### src/rtl/matrix_scan_decoder.sv
// matrix_scan_decoder
// Snoops a row-multiplexed 8x8 bicolour LED matrix drive. Each registered row
// sample is written into a shadow frame. Once all eight rows have been seen,
// the shadow frame is committed to a frame buffer that can be read back by row.
// Row-decode and row-order errors are reported as sticky flags.

module matrix_scan_decoder #(
   parameter int STRICT_ORDER = 1
) (
   input  logic       clk_1kHz,
   input  logic       rst,
   input  logic [7:0] row,
   input  logic [7:0] col_r,
   input  logic [7:0] col_g,
   input  logic       err_clr,
   input  logic [2:0] rd_row_sel,
   output logic [7:0] rd_r,
   output logic [7:0] rd_g,
   output logic       frame_pulse,
   output logic       frame_valid,
   output logic [7:0] frame_cnt,
   output logic       row_err,
   output logic       seq_err
);

   localparam bit STRICT_EN = (STRICT_ORDER != 32'sd0);

   // Number of active (low) row lines in a sample.
   function automatic logic [3:0] low_count(input logic [7:0] v);
      logic [3:0] n;
      n = 4'd0;
      for (int i = 0; i < 8; i++) begin
         if (v[i] == 1'b0) begin
            n = n + 4'd1;
         end else begin
            n = n;
         end
      end
      return n;
   endfunction

   // Index of the highest active (low) row line. Only meaningful when exactly
   // one line is low.
   function automatic logic [2:0] low_index(input logic [7:0] v);
      logic [2:0] idx;
      idx = 3'd0;
      for (int i = 0; i < 8; i++) begin
         if (v[i] == 1'b0) begin
            idx = i[2:0];
         end else begin
            idx = idx;
         end
      end
      return idx;
   endfunction

   logic [7:0] row_q_r;
   logic [7:0] col_r_q_r;
   logic [7:0] col_g_q_r;

   logic [7:0] shadow_r_r [8];
   logic [7:0] shadow_g_r [8];
   logic [7:0] frame_r_r  [8];
   logic [7:0] frame_g_r  [8];
   logic [7:0] seen_r;
   logic [2:0] last_row_r;
   logic       first_done_r;

   logic [3:0] low_cnt_s;
   logic [2:0] row_idx_s;
   logic [2:0] next_row_s;
   logic       is_row_s;
   logic       is_multi_s;
   logic [7:0] seen_next_s;
   logic       commit_s;
   logic       seq_bad_s;
   logic [7:0] shadow_r_next_s [8];
   logic [7:0] shadow_g_next_s [8];

   // Input stage: all decoding works on this registered copy.
   always_ff @(posedge clk_1kHz) begin
      if (rst) begin
         row_q_r   <= 8'hFF;
         col_r_q_r <= 8'h00;
         col_g_q_r <= 8'h00;
      end else begin
         row_q_r   <= row;
         col_r_q_r <= col_r;
         col_g_q_r <= col_g;
      end
   end

   // Classify the sample and work out the next shadow contents, seen mask,
   // commit condition and order check.
   always_comb begin
      low_cnt_s   = low_count(row_q_r);
      row_idx_s   = low_index(row_q_r);
      next_row_s  = last_row_r + 3'd1;
      is_row_s    = (low_cnt_s == 4'd1);
      is_multi_s  = (low_cnt_s > 4'd1);
      seen_next_s = seen_r;
      commit_s    = 1'b0;
      seq_bad_s   = 1'b0;

      for (int i = 0; i < 8; i++) begin
         if (is_row_s && (row_idx_s == i[2:0])) begin
            shadow_r_next_s[i] = col_r_q_r;
            shadow_g_next_s[i] = col_g_q_r;
         end else begin
            shadow_r_next_s[i] = shadow_r_r[i];
            shadow_g_next_s[i] = shadow_g_r[i];
         end
      end

      if (is_row_s) begin
         seen_next_s = seen_r | (8'd1 << row_idx_s);
         commit_s    = (seen_next_s == 8'hFF);
      end else begin
         seen_next_s = seen_r;
         commit_s    = 1'b0;
      end

      if (STRICT_EN && is_row_s && first_done_r &&
          (row_idx_s != last_row_r) && (row_idx_s != next_row_s)) begin
         seq_bad_s = 1'b1;
      end else begin
         seq_bad_s = 1'b0;
      end
   end

   // Shadow capture: row writes, seen tracking (cleared on commit), last row.
   always_ff @(posedge clk_1kHz) begin
      if (rst) begin
         for (int i = 0; i < 8; i++) begin
            shadow_r_r[i] <= 8'h00;
            shadow_g_r[i] <= 8'h00;
         end
         seen_r       <= 8'h00;
         last_row_r   <= 3'd0;
         first_done_r <= 1'b0;
      end else if (is_row_s) begin
         for (int i = 0; i < 8; i++) begin
            shadow_r_r[i] <= shadow_r_next_s[i];
            shadow_g_r[i] <= shadow_g_next_s[i];
         end
         seen_r       <= commit_s ? 8'h00 : seen_next_s;
         last_row_r   <= row_idx_s;
         first_done_r <= 1'b1;
      end else begin
         seen_r       <= seen_r;
         last_row_r   <= last_row_r;
         first_done_r <= first_done_r;
      end
   end

   // Frame buffer and frame status: updated only when a frame completes.
   always_ff @(posedge clk_1kHz) begin
      if (rst) begin
         for (int i = 0; i < 8; i++) begin
            frame_r_r[i] <= 8'h00;
            frame_g_r[i] <= 8'h00;
         end
         frame_pulse <= 1'b0;
         frame_valid <= 1'b0;
         frame_cnt   <= 8'd0;
      end else if (commit_s) begin
         for (int i = 0; i < 8; i++) begin
            frame_r_r[i] <= shadow_r_next_s[i];
            frame_g_r[i] <= shadow_g_next_s[i];
         end
         frame_pulse <= 1'b1;
         frame_valid <= 1'b1;
         frame_cnt   <= frame_cnt + 8'd1;
      end else begin
         frame_pulse <= 1'b0;
         frame_valid <= frame_valid;
         frame_cnt   <= frame_cnt;
      end
   end

   // Sticky error flags; a new error on the clearing edge keeps the flag set.
   always_ff @(posedge clk_1kHz) begin
      if (rst) begin
         row_err <= 1'b0;
         seq_err <= 1'b0;
      end else begin
         row_err <= is_multi_s | (row_err & ~err_clr);
         seq_err <= seq_bad_s  | (seq_err & ~err_clr);
      end
   end

   // Registered read-back; sees the frame buffer as it was before this edge.
   always_ff @(posedge clk_1kHz) begin
      if (rst) begin
         rd_r <= 8'h00;
         rd_g <= 8'h00;
      end else begin
         rd_r <= frame_r_r[rd_row_sel];
         rd_g <= frame_g_r[rd_row_sel];
      end
   end

endmodule

### config.mk
export PLATFORM = sky130hd
export DESIGN_NAME = matrix_scan_decoder
export DESIGN_NICKNAME = d
export VERILOG_FILES = /design/src/rtl/matrix_scan_decoder.sv
export SDC_FILE = /design/constraint.sdc
export NUM_CORES = 1
export LEC_CHECK = 0
export ABC_CLOCK_PERIOD_IN_PS = 11200
export CAP_MARGIN = 0
export CORE_MARGIN = 1
export CORE_UTILIZATION = 40
export DETAILED_ROUTE_END_ITERATION = 8
export PLACE_DENSITY_LB_ADDON = 0.1
export RECOVER_POWER = 50
export SKIP_LAST_GASP = 1
export SYNTH_ARGS = -nofsm -noshare
export SYNTH_HDL_FRONTEND = slang
export SYNTH_SLANG_ARGS = --single-unit
export TNS_END_PERCENT = 50
### constraint.sdc
create_clock -name clk_1kHz -period 11.2 [get_ports clk_1kHz]
set_input_delay 2.8 -clock clk_1kHz [delete_from_list [all_inputs] [get_ports clk_1kHz]]
set_output_delay 2.8 -clock clk_1kHz [all_outputs]
set_load 0.02 [all_outputs]
# Word level (Yosys, flattened, before mapping)
# Memory sizes are Yosys's and may differ from the RTL's. A register that Yosys moved wholly into a read port is not among the register bits.
# Cells that the tools add are included.
# totals
regBits,48
latch_bits,0
ram_bits,256
romBits,0
wordCells,161
mem_count,4
# classes
addsub,9
mul,0
n_div,0
order_cmp,1
eq_ne,11
shift,1
mux,74
bitwise,38
n_reduce_logical,12
# memory_table
name,depth,width,rd,rd_clocked_by_memory_dff,wr,line_no,rtl
frame_g_r,8,8,1,1,8,64,logic [7:0] frame_g_r [8];
frame_r_r,8,8,1,1,8,63,logic [7:0] frame_r_r [8];
shadow_g_r,8,8,8,0,8,62,logic [7:0] shadow_g_r [8];
shadow_r_r,8,8,8,0,8,61,logic [7:0] shadow_r_r [8];
# op_table
cell,n
$mux 8,49
$or 1x1->1,34
$add 4x1->4 const B,7
$mux 4,7
$mux 3,6
$eq 3x3->1 const B,4
$mux 1,12
$logic_and 1x1->1,11
$add 8x1->8 const B,1
$eq 8x8->1 const B,1
$or 8x8->8,1
$shl 1x3->8 const A,1
$eq 3x2->1 const B,2
$ne 3x3->1,2
$eq 4x1->1 const B,1
$gt 4x1->1 const B,1
$add 3x1->3 const B,1
$eq 3x1->1 const B,1
$logic_not 3->1,1
$and 1x1->1,2
$not 1->1,1

# Logic depth before layout (Yosys ltp)
# Gate-level depths: netlist of the first run.
# logic_depth
word_depth,21
depth_mapped,27
ltp_nobuf,24

# Least setup slack after synthesis of the first run
# Ideal clock, no wire load.
# synth_timing
kind,register -> register
startpoint,reg row_q_r[1]
endpoint,mem frame_g_r[0][0] (enable)
t_arrival_ps,6739
required_ps,10702
setup_slack_ps,3963
stages_incl_launch_ff,24
path_buffers,0
path_cell_list,dfxtp_1 inv_1 ha_1 and2_1 nor2_1 inv_1 ha_1 nor2_1 a21oi_1 ha_1 inv_1 o21bai_1 ha_1 a2bb2oi_1 nor2_1 ha_1 nand2_1 o21ai_0 ha_1 xnor3_1 o22ai_1 o211a_4 nand3_1 nand2_1
# synth_rtl
item,line_no,rtl
start: declaration,57,logic [7:0] row_q_r;
start signal: assignment,87,row_q_r <= row;
end: declaration,64,

==> impl_metrics.sql, run 1 <==
INSERT INTO impl_metrics (metric_group, metric, value, unit) VALUES
('synth', 'synthXorXnorAreaFrac', '0.0202', ''),
('drt', 'routed-via-count', '7776', ''),
('outcome', 'violations', 'max-capacitance violations, max-slew violations', ''),
('clocking', 'cts_htree_levels', '2', ''),
('synth', 'synth_area_leader_cell', 'edfxtp_1', ''),
('clocking', 'tritoncts', 'done', ''),
('worst_setup_path', 'r2r_slack', '3.11', 'ns'),
('floorplan', 'initial_utilization', '0.410', ''),
('worst_setup_path', 'critical_path.top_delay_family', 'buffers and inverters', ''),
('synth', 'synth_area', '13800', 'µm²'),
('worst_setup_path', 'cp_slowest_stage_delay', '2.30', 'ns'),
('floorplan', 'die-height', '188', 'µm'),
('clocking', 'tritoncts.num_buffers', '36', ''),
('clocking', 'cts_root_buffer', 'clkbuf_16', ''),
('cells_and_area', 'insertedDiodeCount', '0', ''),
('drt', 'post-route-drc-count', '0', ''),
('power_and_ir_drop', 'switchingPower', '709', 'µW'),
('global_routing', 'gr-total-overflow', '0', ''),
('floorplan', 'row_count', '67', ''),
('worst_setup_path', 'worst_path_slowest_cell', 'nand2_1', ''),
('worst_setup_path', 'data_arrival_time_at_the_worst_slack_endpoint', '8.23', 'ns'),
('placement', 'placement.io_buffers', '57', ''),
('power_and_ir_drop', 'cell_internal_pwr', '2190', 'µW'),
('power_and_ir_drop', 'p_comb_frac', '0.116', ''),
('floorplan', 'core', '33800', 'µm²'),
('worst_hold_path', 'min-delay-start', 'frame_valid', ''),
('synth', 'netlist_top_cells_count', 'nor2_1, edfxtp_1, mux2i_1', ''),
('synth', 'async_reset_ff_frac', '0', ''),
('synth', 'count_of_cell_types_in_the_netlist', '59', ''),
('synth', 'synthesis.area_per_instance', '13.5', 'µm²'),
('drt', 'detail_route.wl_per_cell', '19.5', 'µm'),
('worst_setup_path', 'critPathCaptureType', 'register', ''),
('synth', 'syn-num-nets', '1062', ''),
('placement', 'place.gp.congestion', '0.769', ''),
('outcome', 'status', 'finished with violations', ''),
('global_routing', 'maximum_number_of_pins_on_one_net_before_global_route_repair', '97', ''),
('worst_setup_path', 'worstPathCellList', 'clkbuf_1 -> inv_1 -> nand2_1 -> buf_4', ''),
('floorplan', 'io_pins', '58', ''),
('synth', 'synth-edff-count', '256', ''),
('timing', 'minimum_clock_period', '8.11', 'ns'),
('global_routing', 'grt_first_pass_wirelength', '47200', 'µm'),
('global_routing', 'vias_in_the_first_global_route', '7975', ''),
('timing', 'final.period_utilization', '0.724', ''),
('worst_hold_path', 'min_delay_worst_endpoint', 'frame_valid', ''),
('synth', 'synthCells', '1023', ''),
('drt', 'drt_iter0_drc', '416', ''),
('global_routing', 'antenna_found_initial', '0', ''),
('synth', 'synth_compound_area_frac', '0.0247', ''),
('clocking', 'worstSkewPairLatency', '0.51', 'ns'),
('worst_setup_path', 'path_buf_inv', '3', ''),
('power_and_ir_drop', 'power_switching_share', '0.245', ''),
('synth', 'synthSimpleGateAreaFrac', '0.110', ''),
('clocking', 'cts.hold.buffers_added', '0', ''),
('cells_and_area', 'flow.area_growth_from_synthesis', '13.6', '%'),
('clocking', 'postCtsResizedCells', '0', ''),
('worst_setup_path', 'critPathLaunchType', 'input port', ''),
('synth', 'synth_fa_ha_area_frac', '0.00814', ''),
('timing', 'worst_pin_slew', '3.03', 'ns'),
('synth', 'dominant_combinational_cell_family_by_area_after_synthesis', 'multiplexers', ''),
('job', 'max_cap_violations', '6', ''),
('worst_hold_path', 'worst_hold_stages', '2', ''),
('worst_setup_path', 'path_class', 'in -> reg', ''),
('worst_hold_path', 'hold_class', 'reg -> reg', ''),
('drt', 'via_density_per_instance', '5.09', ''),
('clocking', 'clk_transition_reported_paths', '0.06', 'ns'),
('timing', 'max_slew_violations', '233', ''),
('worst_setup_path', 'cp_max_fo', '69', ''),
('timing', 'max-slew-margin-rel', '-1.03', ''),
('power_and_ir_drop', 'powerDensity', '184', 'nW/µm²'),
('timing', 'setup_viol', '0', ''),
('timing', 'worst_clock_skew', '0.0115', 'ns');
## cell type report
class	instances	area (µm²)
clock inverters	8	43.8
multi-input cells	611	4450
clock buffers	56	1010
repair buffers	72	656
inverters	13	48.8
well taps	448	561
flip-flops and latches	320	8970
fillers	3012	18100
## through the flow
stage | instances | utilization | hold WS (ns) | instance area (µm²) | worst slack (ns)
after floorplan | 1023 | - | 0.437 | 13800 | 3.96
after CTS | 1528 | 0.467 | 0.472 | 15800 | 4.15
after global routing | 1528 | 0.466 | 0.487 | 15700 | 2.26
final | 1528 | 0.466 | 0.469 | 15700 | 3.09
after detailed placement | 1464 | 0.436 | 0.460 | 14700 | 4.17
after global placement | 1464 | 0.436 | 0.451 | 14700 | 4.34
## worst register-to-register path, delay by kind of cell, from the launching register on
family,cells,cell delay [ns]
DFF,1,0.36
adders and majority gates,6,1.63
buffers and inverters,4,1.21
xor gates and xnor gates,1,0.39
AOI/OAI and AO/OA,6,1.05
and+or+nand+nor,7,3.04
## per-layer routing
| metal | share of wire | GRT usage | vias to the layer above |
|---|---|---|---|
| li1 | - | - | 3733 |
| met1 | 0.48 | 0.247 | 3875 |
| met2 | 0.47 | 0.281 | 130 |
| met3 | 0.035 | 0.0253 | 38 |
| met4 | 0.016 | 0.0388 | 0 |
| met5 | 0 | 0 | - |
## flip-flops by register name, indices dropped and copies added (netlist names), 64 cells and up
name / flops
shadow_r_r: 64
shadow_g_r: 64
frame_g_r: 64
frame_r_r: 64
## how the worst max path moves through the flow
stage / from / to / cells after the start / slack [ns]
floorplan: row_q_r[1] / frame_g_r[0][0] / 23 / 3.96
finish: rst / frame_g_r[1][4] / 4 / 3.09
detailed placement: row_q_r[1] / shadow_r_r[1][29] / 24 / 4.17
global placement: row_q_r[1] / shadow_r_r[1][29] / 24 / 4.34
CTS: row_q_r[1] / shadow_g_r[1][16] / 24 / 4.15
global route: row_q_r[1] / frame_g_r[2][4] / 24 / 2.26
## power by group through the flow
stage               Clock [µW]  Sequential [µW]  Combinational [µW]
global route              1150             1500                 374
global placement             0             1510                 342
detailed placement           0             1510                 345
floorplan                    0             1500                 255
finish                    1080             1480                 335
CTS                       1100             1480                 347
## logic make-up (layout without fill, tap and decap cells)
logic type                 after synthesis  in the layout
xor gates and xnor gates                23             23
muxes                                  178            178
buffers and inverters                   92            149
and+or+nand+nor                        351            351
adders and majority gates                9              9
DFF                                    320            320
AOI/OAI and AO/OA                       50             50
## cell usage in the layout (no fill, tap or decap), drive strengths merged, types with 2 or more instances in the layout
cell / count
nor2: 269
edfxtp: 256
mux2i: 145
dfxtp: 64
clkbuf: 60
mux4: 32
dlygate4sd3: 28
clkdlybuf4s50: 26
nor2b: 19
a21oi: 18
xnor2: 16
nand2: 15
buf: 14
inv: 13
nand3: 10
ha: 9
or2: 9
o21ai: 8
clkinv: 7
nor3: 6
nand2b: 5
nand4: 4
xor2: 4
o31a: 3
nor3b: 3
o31ai: 3
and2: 2
o21a: 2
o22ai: 2
xnor3: 2
nand4b: 2
a32oi: 2
a31oi: 2
a21o: 2
or3: 2
nor4: 2
Power figures use the tool's default switching activity.
==> run 2: changes to the inputs <==
--- a/config.mk
+++ b/config.mk
@@ -5,7 +5,7 @@
 export SDC_FILE = /design/constraint.sdc
 export NUM_CORES = 1
 export LEC_CHECK = 0
-export ABC_CLOCK_PERIOD_IN_PS = 11200
+export ABC_CLOCK_PERIOD_IN_PS = 6970
 export CAP_MARGIN = 0
 export CORE_MARGIN = 1
 export CORE_UTILIZATION = 40
==> constraint.sdc (replaced) <==
create_clock -name clk_1kHz -period 6.97 [get_ports clk_1kHz]
set_input_delay 1.7425 -clock clk_1kHz [delete_from_list [all_inputs] [get_ports clk_1kHz]]
set_output_delay 1.7425 -clock clk_1kHz [all_outputs]
set_load 0.02 [all_outputs]
==> run 2 against run 1 <==
The run still ends with max-capacitance violations, max-slew violations left; critical path depth up 21; global-route usage down 0.23 points; register-to-register slack worse by 2.3 ns; sequential share of layout area down 0.72 points; count of clock-buffer cells in the layout down 4; flip-flop and latch count unchanged; wire length down 0.95%.
==> impl_metrics.sql, run 2 (synthesis gave the netlist of run 1 again) <==
INSERT INTO impl_metrics (metric_group, metric, value, unit) VALUES
('drt', 'drt_iter0_drc', '508', ''),
('clocking', 'worstSkewPairLatency', '0.50', 'ns'),
('cells_and_area', 'layout.cells.most_common', 'nor2_1', ''),
('power_and_ir_drop', 'cell_internal_pwr', '3610', 'µW'),
('global_routing', 'vias_in_the_first_global_route', '7904', ''),
('cells_and_area', 'post_route_cells_drive_above_1_share', '0.117', ''),
('placement', 'place.gp.congestion', '0.768', ''),
('timing', 'minimum_clock_period', '6.19', 'ns'),
('worst_setup_path', 'path_buf_inv', '4', ''),
('power_and_ir_drop', 'power_switching_share', '0.239', ''),
('global_routing', 'gr-usage-all-layers', '0.171', ''),
('global_routing', 'grt_first_pass_wirelength', '46600', 'µm'),
('clocking', 'cts.hold.buffers_added', '0', ''),
('global_routing', 'antenna_found_initial', '0', ''),
('floorplan', 'core', '33800', 'µm²'),
('job', 'max_cap_violations', '3', ''),
('timing', 'report.final.hold_viol_count', '0', ''),
('timing', 'timing.fmax', '162', 'MHz'),
('timing', 'setup_viol', '0', ''),
('floorplan', 'die-height', '188', 'µm'),
('clocking', 'cts_htree_levels', '2', ''),
('global_routing', 'gr-total-overflow', '0', ''),
('drt', 'antenna_violating_nets_post_route', '0', ''),
('drt', 'detail_route.wl_per_cell', '19.2', 'µm'),
('timing', 'max-slew-margin-rel', '-1.06', ''),
('power_and_ir_drop', 'power.share.sequential', '0.501', ''),
('floorplan', 'die_width', '188', 'µm'),
('placement', 'placement.cell_area', '14800', 'µm²'),
('worst_setup_path', 'critPathCaptureType', 'register', ''),
('worst_setup_path', 'cp_data_required_time', '7.32', 'ns'),
('timing', 'worst_clock_skew', '0.0141', 'ns'),
('timing', 'totalNegativeSetupSlack', '0', 'ns'),
('worst_setup_path', 'critical_path.most_common_cell', 'ha_1', ''),
('floorplan', 'design.die.area', '35400', 'µm²'),
('power_and_ir_drop', 'leakage', '0.00595', 'µW'),
('timing', 'grt_setup_unrepaired', 'no', ''),
('floorplan', 'io_pins', '58', ''),
('drt', 'drt_wl_total', '29500', 'µm'),
('drt', 'dr.pass1.iters', '4', ''),
('drt', 'via_density_per_instance', '5.12', ''),
('power_and_ir_drop', 'powerDensity', '298', 'nW/µm²'),
('clocking', 'clk_path_buf_depth', '3', ''),
('power_and_ir_drop', 'peakVddDrop', '201', 'µV'),
('clocking', 'cts_root_buffer', 'clkbuf_16', ''),
('clocking', 'tritoncts', 'done', ''),
('timing', 'worst_pin_slew', '3.10', 'ns'),
('worst_setup_path', 'critPathLaunchType', 'register', ''),
('global_routing', 'maximum_number_of_pins_on_one_net_before_global_route_repair', '72', ''),
('worst_setup_path', 'data_arrival_time_at_the_worst_slack_endpoint', '6.54', 'ns'),
('outcome', 'violations', 'max-capacitance violations, max-slew violations', ''),
('worst_setup_path', 'cp_slowest_stage_delay', '0.63', 'ns'),
('power_and_ir_drop', 'p_clk_frac', '0.382', ''),
('power_and_ir_drop', 'switchingPower', '1140', 'µW'),
('floorplan', 'row_count', '67', ''),
('worst_setup_path', 'worst_path_slowest_cell', 'nand2_2', ''),
('worst_setup_path', 'cp_max_fo', '60', ''),
('clocking', 'clk_transition_reported_paths', '0.06', 'ns'),
('cells_and_area', 'final_area', '15900', 'µm²'),
('cells_and_area', 'finalNetCount', '1097', ''),
('outcome', 'status', 'finished with violations', ''),
('cells_and_area', 'most-common-layout-cells', 'nor2_1, edfxtp_1, mux2i_1', ''),
('timing', 'final.period_utilization', '0.887', ''),
('drt', 'post-route-drc-count', '0', ''),
('cells_and_area', 'insertedDiodeCount', '0', ''),
('floorplan', 'initial_utilization', '0.410', ''),
('worst_hold_path', 'hold_class', 'reg -> reg', ''),
('drt', 'routed-via-count', '7841', ''),
('timing', 'max_slew_violations', '111', ''),
('worst_setup_path', 'critical_path.top_delay_family', 'simple AND/OR/NAND/NOR gates', ''),
('power_and_ir_drop', 'p_comb_frac', '0.117', ''),
('placement', 'hpwl_reported_at_the_end_of_detailed_placement', '16000', 'µm'),
('placement', 'placement.io_buffers', '57', ''),
('clocking', 'clkSinkCount', '320', ''),
('clocking', 'postCtsSetupBuffers', '0', ''),
('clocking', 'tritoncts.num_buffers', '36', ''),
('clocking', 'postCtsResizedCells', '0', ''),
('worst_setup_path', 'path_class', 'reg -> reg', ''),
('cells_and_area', 'flow.area_growth_from_synthesis', '15.1', '%');
==> run 2: changes by cell type in the layout (fill, tap and decap cells not counted), sizes merged <==
| cell | before | now |
|---|---|---|
| clkdlybuf4s50 | 26 | 20 |
| dlygate4sd3 | 28 | 34 |
| clkinv | 7 | 11 |
| buf | 14 | 16 |
| clkbuf | 60 | 58 |
| bufinv | 0 | 1 |
| clkinvlp | 1 | 0 |
==> run 2: worst reg2reg max path: cells and delay by family, from the launching register on <==
family | cells | cell delay (ns)
AOI/OAI and AO/OA | 6 | 0.97
xor gates and xnor gates | 1 | 0.38
adders and majority gates | 6 | 1.67
buffers and inverters | 4 | 0.63
DFF | 1 | 0.36
and+or+nand+nor | 8 | 2.04
==> run 2: power by group through the flow <==
stage	Sequential, µW	Combinational, µW	Clock (µW)
final	2380	555	1810
after global routing	2400	619	1940
after CTS	2380	572	1870
after detailed placement	2420	569	0
after global placement	2410	562	0
after floorplan	2410	410	0
==> run 2: cell type report <==
| class | count | area (µm²) |
|---|---|---|
| fillers | 3012 | 17900 |
| flip-flops and latches | 320 | 8970 |
| multi-input cells | 611 | 4480 |
| clock buffers | 52 | 1060 |
| repair buffers | 76 | 737 |
| well taps | 448 | 561 |
| clock inverters | 12 | 76.3 |
| inverters | 13 | 48.8 |
==> run 2: final timing paths <==
| check | cells past startpoint | slack (ns) | start | to |
|---|---|---|---|---|
| setup / recovery | 25 | 0.78 | row_q_r[1] | shadow_g_r[1][8] |
| setup reg to reg | 25 | 0.78 | row_q_r[1] | shadow_g_r[1][8] |
| hold reg to reg | 2 | 0.48 | seen_r[7] | seen_r[7] |
| hold / removal | 2 | 0.48 | seen_r[7] | seen_r[7] |
==> run 2: metal layers <==
layer | vias to the layer above | GRT usage | routed length, µm
li1 | 3734 | - | -
met4 | 0 | 0.0422 | 511
met2 | 119 | 0.270 | 13700
met3 | 43 | 0.0245 | 907
met1 | 3945 | 0.248 | 14300
met5 | - | 0 | 0
==> run 2: stage by stage <==
step / hold slack (ns) / worst slack [ns] / total power, µW / util / cells
after floorplan: 0.437 / 0.712 / 2810 / - / 1023
final: 0.475 / 0.785 / 4750 / 0.472 / 1532
after CTS: 0.476 / 0.851 / 4820 / 0.473 / 1532
after global routing: 0.503 / 0.290 / 4960 / 0.472 / 1532
after global placement: 0.457 / 0.999 / 2980 / 0.439 / 1468
after detailed placement: 0.460 / 0.879 / 2990 / 0.439 / 1468
==> run 3: changes to the inputs <==
--- a/config.mk
+++ b/config.mk
@@ -12,6 +12,7 @@
 export DETAILED_ROUTE_END_ITERATION = 8
 export PLACE_DENSITY_LB_ADDON = 0.1
 export RECOVER_POWER = 50
+export REMOVE_ABC_BUFFERS = 1
 export SKIP_LAST_GASP = 1
 export SYNTH_ARGS = -nofsm -noshare
 export SYNTH_HDL_FRONTEND = slang
==> run 3 against run 2 <==
Sequential share of layout area fell by 0.16 points; first-iteration DRC count rose by 2.4%; the flow still finishes with violations (max-capacitance violations, max-slew violations); non-clock buffer count rose by 2; wire length fell by 0.84%; design area rose by 0.28%; clock power rose by 4%; worst setup slack got worse by 0.022 ns; clock skew rose by 0.0070 ns.
==> impl_metrics.sql, run 3 (synthesis gave the netlist of run 1 again) <==
INSERT INTO impl_metrics (metric_group, metric, value, unit) VALUES
('outcome', 'status', 'finished with violations', ''),
('outcome', 'violations', 'max-capacitance violations, max-slew violations', ''),
('floorplan', 'design.die.area', '35400', 'µm²'),
('worst_setup_path', 'worstPathCellList', 'inv_1 -> ha_1 -> and2_0 -> nor2_1 -> inv_1 -> ha_1 -> nor2_1 -> a21oi_1 -> ha_1 -> inv_1 -> o21bai_1 -> ha_1 -> a2bb2oi_1 -> nor2_1 -> ha_1 -> nand2_1 -> o21ai_0 -> ha_1 -> xnor3_1 -> o22ai_1 -> o211a_1 -> and2_1 -> or2_0 -> buf_4', ''),
('drt', 'met3_layer_wire_length_in_the_routed_design', '1220', 'µm'),
('placement', 'post-place-ws', '0.934', 'ns'),
('power_and_ir_drop', 'powerDensity', '301', 'nW/µm²'),
('job', 'max_cap_violations', '3', ''),
('worst_hold_path', 'worst_hold_stages', '2', ''),
('power_and_ir_drop', 'report.power.total', '4800', 'µW'),
('power_and_ir_drop', 'p_comb_frac', '0.113', ''),
('timing', 'setup_viol', '0', ''),
('clocking', 'postCtsResizedCells', '0', ''),
('drt', 'antenna_violating_nets_post_route', '0', ''),
('placement', 'hpwl_reported_at_the_end_of_detailed_placement', '15700', 'µm'),
('clocking', 'clk_path_buf_depth', '3', ''),
('worst_hold_path', 'min_delay_worst_endpoint', 'seen_r[3]', ''),
('timing', 'grt_setup_unrepaired', 'no', ''),
('floorplan', 'core', '33800', 'µm²'),
('power_and_ir_drop', 'power_switching_share', '0.240', ''),
('timing', 'max_slew_violations', '81', ''),
('drt', 'via_density_per_instance', '5.07', ''),
('cells_and_area', 'post_route_cells_drive_above_1_share', '0.119', ''),
('timing', 'report.final.hold_viol_count', '0', ''),
('worst_setup_path', 'critical_path.most_common_cell', 'ha_1', ''),
('worst_setup_path', 'cp_max_fo', '38', ''),
('drt', 'routed-via-count', '7797', ''),
('global_routing', 'antenna_found_initial', '0', ''),
('timing', 'timing.fmax', '161', 'MHz'),
('power_and_ir_drop', 'p_clk_frac', '0.392', ''),
('clocking', 'worstSkewPairLatency', '0.52', 'ns'),
('timing', 'worst_clock_skew', '0.0211', 'ns'),
('cells_and_area', 'most-common-layout-cells', 'nor2_1, edfxtp_1, mux2i_1', ''),
('worst_setup_path', 'data_arrival_time_at_the_worst_slack_endpoint', '6.35', 'ns'),
('timing', 'totalNegativeSetupSlack', '0', 'ns'),
('placement', 'place.gp.congestion', '0.783', ''),
('drt', 'met1Wirelength', '13800', 'µm'),
('placement', 'placement.io_buffers', '57', ''),
('timing', 'minimum_clock_period', '6.21', 'ns'),
('global_routing', 'gr-total-overflow', '0', ''),
('clocking', 'tritoncts.num_buffers', '37', ''),
('worst_setup_path', 'path_buf_inv', '4', ''),
('global_routing', 'vias_in_the_first_global_route', '7995', ''),
('clocking', 'cts_htree_levels', '2', ''),
('worst_hold_path', 'min-delay-start', 'seen_r[3]', ''),
('clocking', 'cts.hold.buffers_added', '0', ''),
('worst_setup_path', 'cp_slowest_stage_delay', '0.60', 'ns'),
('worst_setup_path', 'cp_data_required_time', '7.11', 'ns'),
('drt', 'detail_route.wl_per_cell', '19.0', 'µm'),
('global_routing', 'maximum_number_of_pins_on_one_net_before_global_route_repair', '97', ''),
('timing', 'final.setup.worst_slack', '0.763', 'ns'),
('worst_hold_path', 'hold_class', 'reg -> reg', ''),
('clocking', 'postCtsSetupBuffers', '0', ''),
('worst_setup_path', 'r2r_slack', '0.76', 'ns'),
('global_routing', 'gr-usage-all-layers', '0.171', ''),
('drt', 'dr.pass1.iters', '5', ''),
('power_and_ir_drop', 'power.share.sequential', '0.495', ''),
('cells_and_area', 'finish.utilization', '0.473', ''),
('worst_setup_path', 'path_class', 'reg -> reg', ''),
('floorplan', 'row_count', '67', ''),
('cells_and_area', 'seq_area', '8970', 'µm²'),
('cells_and_area', 'layout.cells.most_common', 'nor2_1', ''),
('cells_and_area', 'flow.area_growth_from_synthesis', '15.4', '%'),
('clocking', 'clkSinkCount', '320', ''),
('drt', 'drt_iter0_drc', '520', ''),
('cells_and_area', 'multi_input_area', '4460', 'µm²'),
('clocking', 'tritoncts', 'done', ''),
('worst_setup_path', 'worstRegToRegCells', '24', ''),
('timing', 'worst_pin_slew', '3.21', 'ns'),
('cells_and_area', 'finalNetCount', '1100', ''),
('power_and_ir_drop', 'leakage', '0.00599', 'µW'),
('clocking', 'cts_root_buffer', 'clkbuf_16', ''),
('timing', 'max-slew-margin-rel', '-1.14', ''),
('floorplan', 'initial_utilization', '0.410', ''),
('clocking', 'clk_transition_reported_paths', '0.06', 'ns'),
('worst_setup_path', 'regToRegStartpoint', 'row_q_r[1]', ''),
('power_and_ir_drop', 'cell_internal_pwr', '3650', 'µW'),
('timing', 'final.period_utilization', '0.891', ''),
('drt', 'post-route-drc-count', '0', ''),
('drt', 'met2WireLength', '13600', 'µm'),
('drt', 'drt_wl_total', '29200', 'µm'),
('worst_setup_path', 'rr_endpoint', 'shadow_g_r[1][5]', ''),
('floorplan', 'die_width', '188', 'µm'),
('cells_and_area', 'insertedDiodeCount', '0', ''),
('power_and_ir_drop', 'peakVddDrop', '168', 'µV'),
('worst_setup_path', 'critical_path.top_delay_family', 'simple AND/OR/NAND/NOR gates', ''),
('cells_and_area', 'filler_cell_count', '3012', ''),
('power_and_ir_drop', 'switchingPower', '1150', 'µW'),
('worst_setup_path', 'critPathLaunchType', 'register', ''),
('floorplan', 'io_pins', '58', ''),
('drt', 'routed.top_layer', 'met4', ''),
('floorplan', 'die-height', '188', 'µm'),
('worst_setup_path', 'worst_path_slowest_cell', 'and2_1', ''),
('global_routing', 'grt_first_pass_wirelength', '46600', 'µm'),
('worst_setup_path', 'critPathCaptureType', 'register', '');
## run 3: changes by cell type in the layout (fill, tap and decap cells not counted), moves of 2 or more
| cell | change |
|---|---|
| buf_4 | +3 |
| clkbuf_1 | +3 |
| clkinv_1 | -3 |
| clkbuf_8 | -5 |
| clkbuf_16 | +2 |
| clkdlybuf4s50_1 | -5 |
| clkinv_2 | +3 |
| dlygate4sd3_1 | +5 |
## run 3: worst max path at each step
stage                          start               end  slack (ns)  depth (start not counted)
final                     row_q_r[1]  shadow_g_r[1][5]        0.76                         24
after global routing      row_q_r[1]  shadow_g_r[1][3]        0.29                         24
after CTS                 row_q_r[1]   frame_r_r[2][6]        0.93                         25
after detailed placement  row_q_r[1]   frame_r_r[0][6]        0.93                         25
after global placement    row_q_r[1]   frame_g_r[3][4]        1.09                         25
after floorplan           row_q_r[1]   frame_g_r[0][0]       -0.29                         23
## run 3: power groups by stage
stage | Sequential (µW) | Combinational, µW | Clock [µW]
floorplan | 2420 | 366 | 0
global placement | 2420 | 557 | 0
detailed placement | 2420 | 561 | 0
CTS | 2380 | 563 | 1940
global route | 2400 | 605 | 2010
finish | 2380 | 542 | 1880
## run 3: through the flow
stage	hold WS (ns)	cell area, µm²	instances
4_1_cts	0.475	16000	1538
3_5_place_dp	0.460	14800	1470
2_1_floorplan	0.437	13500	944
5_1_grt	0.484	16000	1538
6_report	0.470	16000	1538
3_3_place_gp	0.454	14800	1470
## run 3: worst register-to-register path, stage by stage, from the launching register on
cell and delay, ns:
dfxtp_1 0.36, inv_1 0.06, ha_1 0.24, and2_0 0.23, nor2_1 0.15, inv_1 0.06
ha_1 0.34, nor2_1 0.12, a21oi_1 0.05, ha_1 0.30, inv_1 0.09, o21bai_1 0.08
ha_1 0.28, a2bb2oi_1 0.23, nor2_1 0.09, ha_1 0.30, nand2_1 0.09, o21ai_0 0.12
ha_1 0.21, xnor3_1 0.35, o22ai_1 0.18, o211a_1 0.27, and2_1 0.60, or2_0 0.50
buf_4 0.56
## run 3: routing by layer
layer,up-vias,track usage
li1,3747,-
met1,3850,0.240
met2,154,0.277
met3,46,0.0255
met4,0,0.0475
met5,-,0
## run 3: area by class of cell
type | count | share of cell area
clock buffers | 52 | 0.0660
clock inverters | 16 | 0.00846
inverters | 13 | 0.00305
multi-input cells | 611 | 0.279
flip-flops and latches | 320 | 0.561
well taps | 448 | 0.0351
repair buffers | 78 | 0.0471
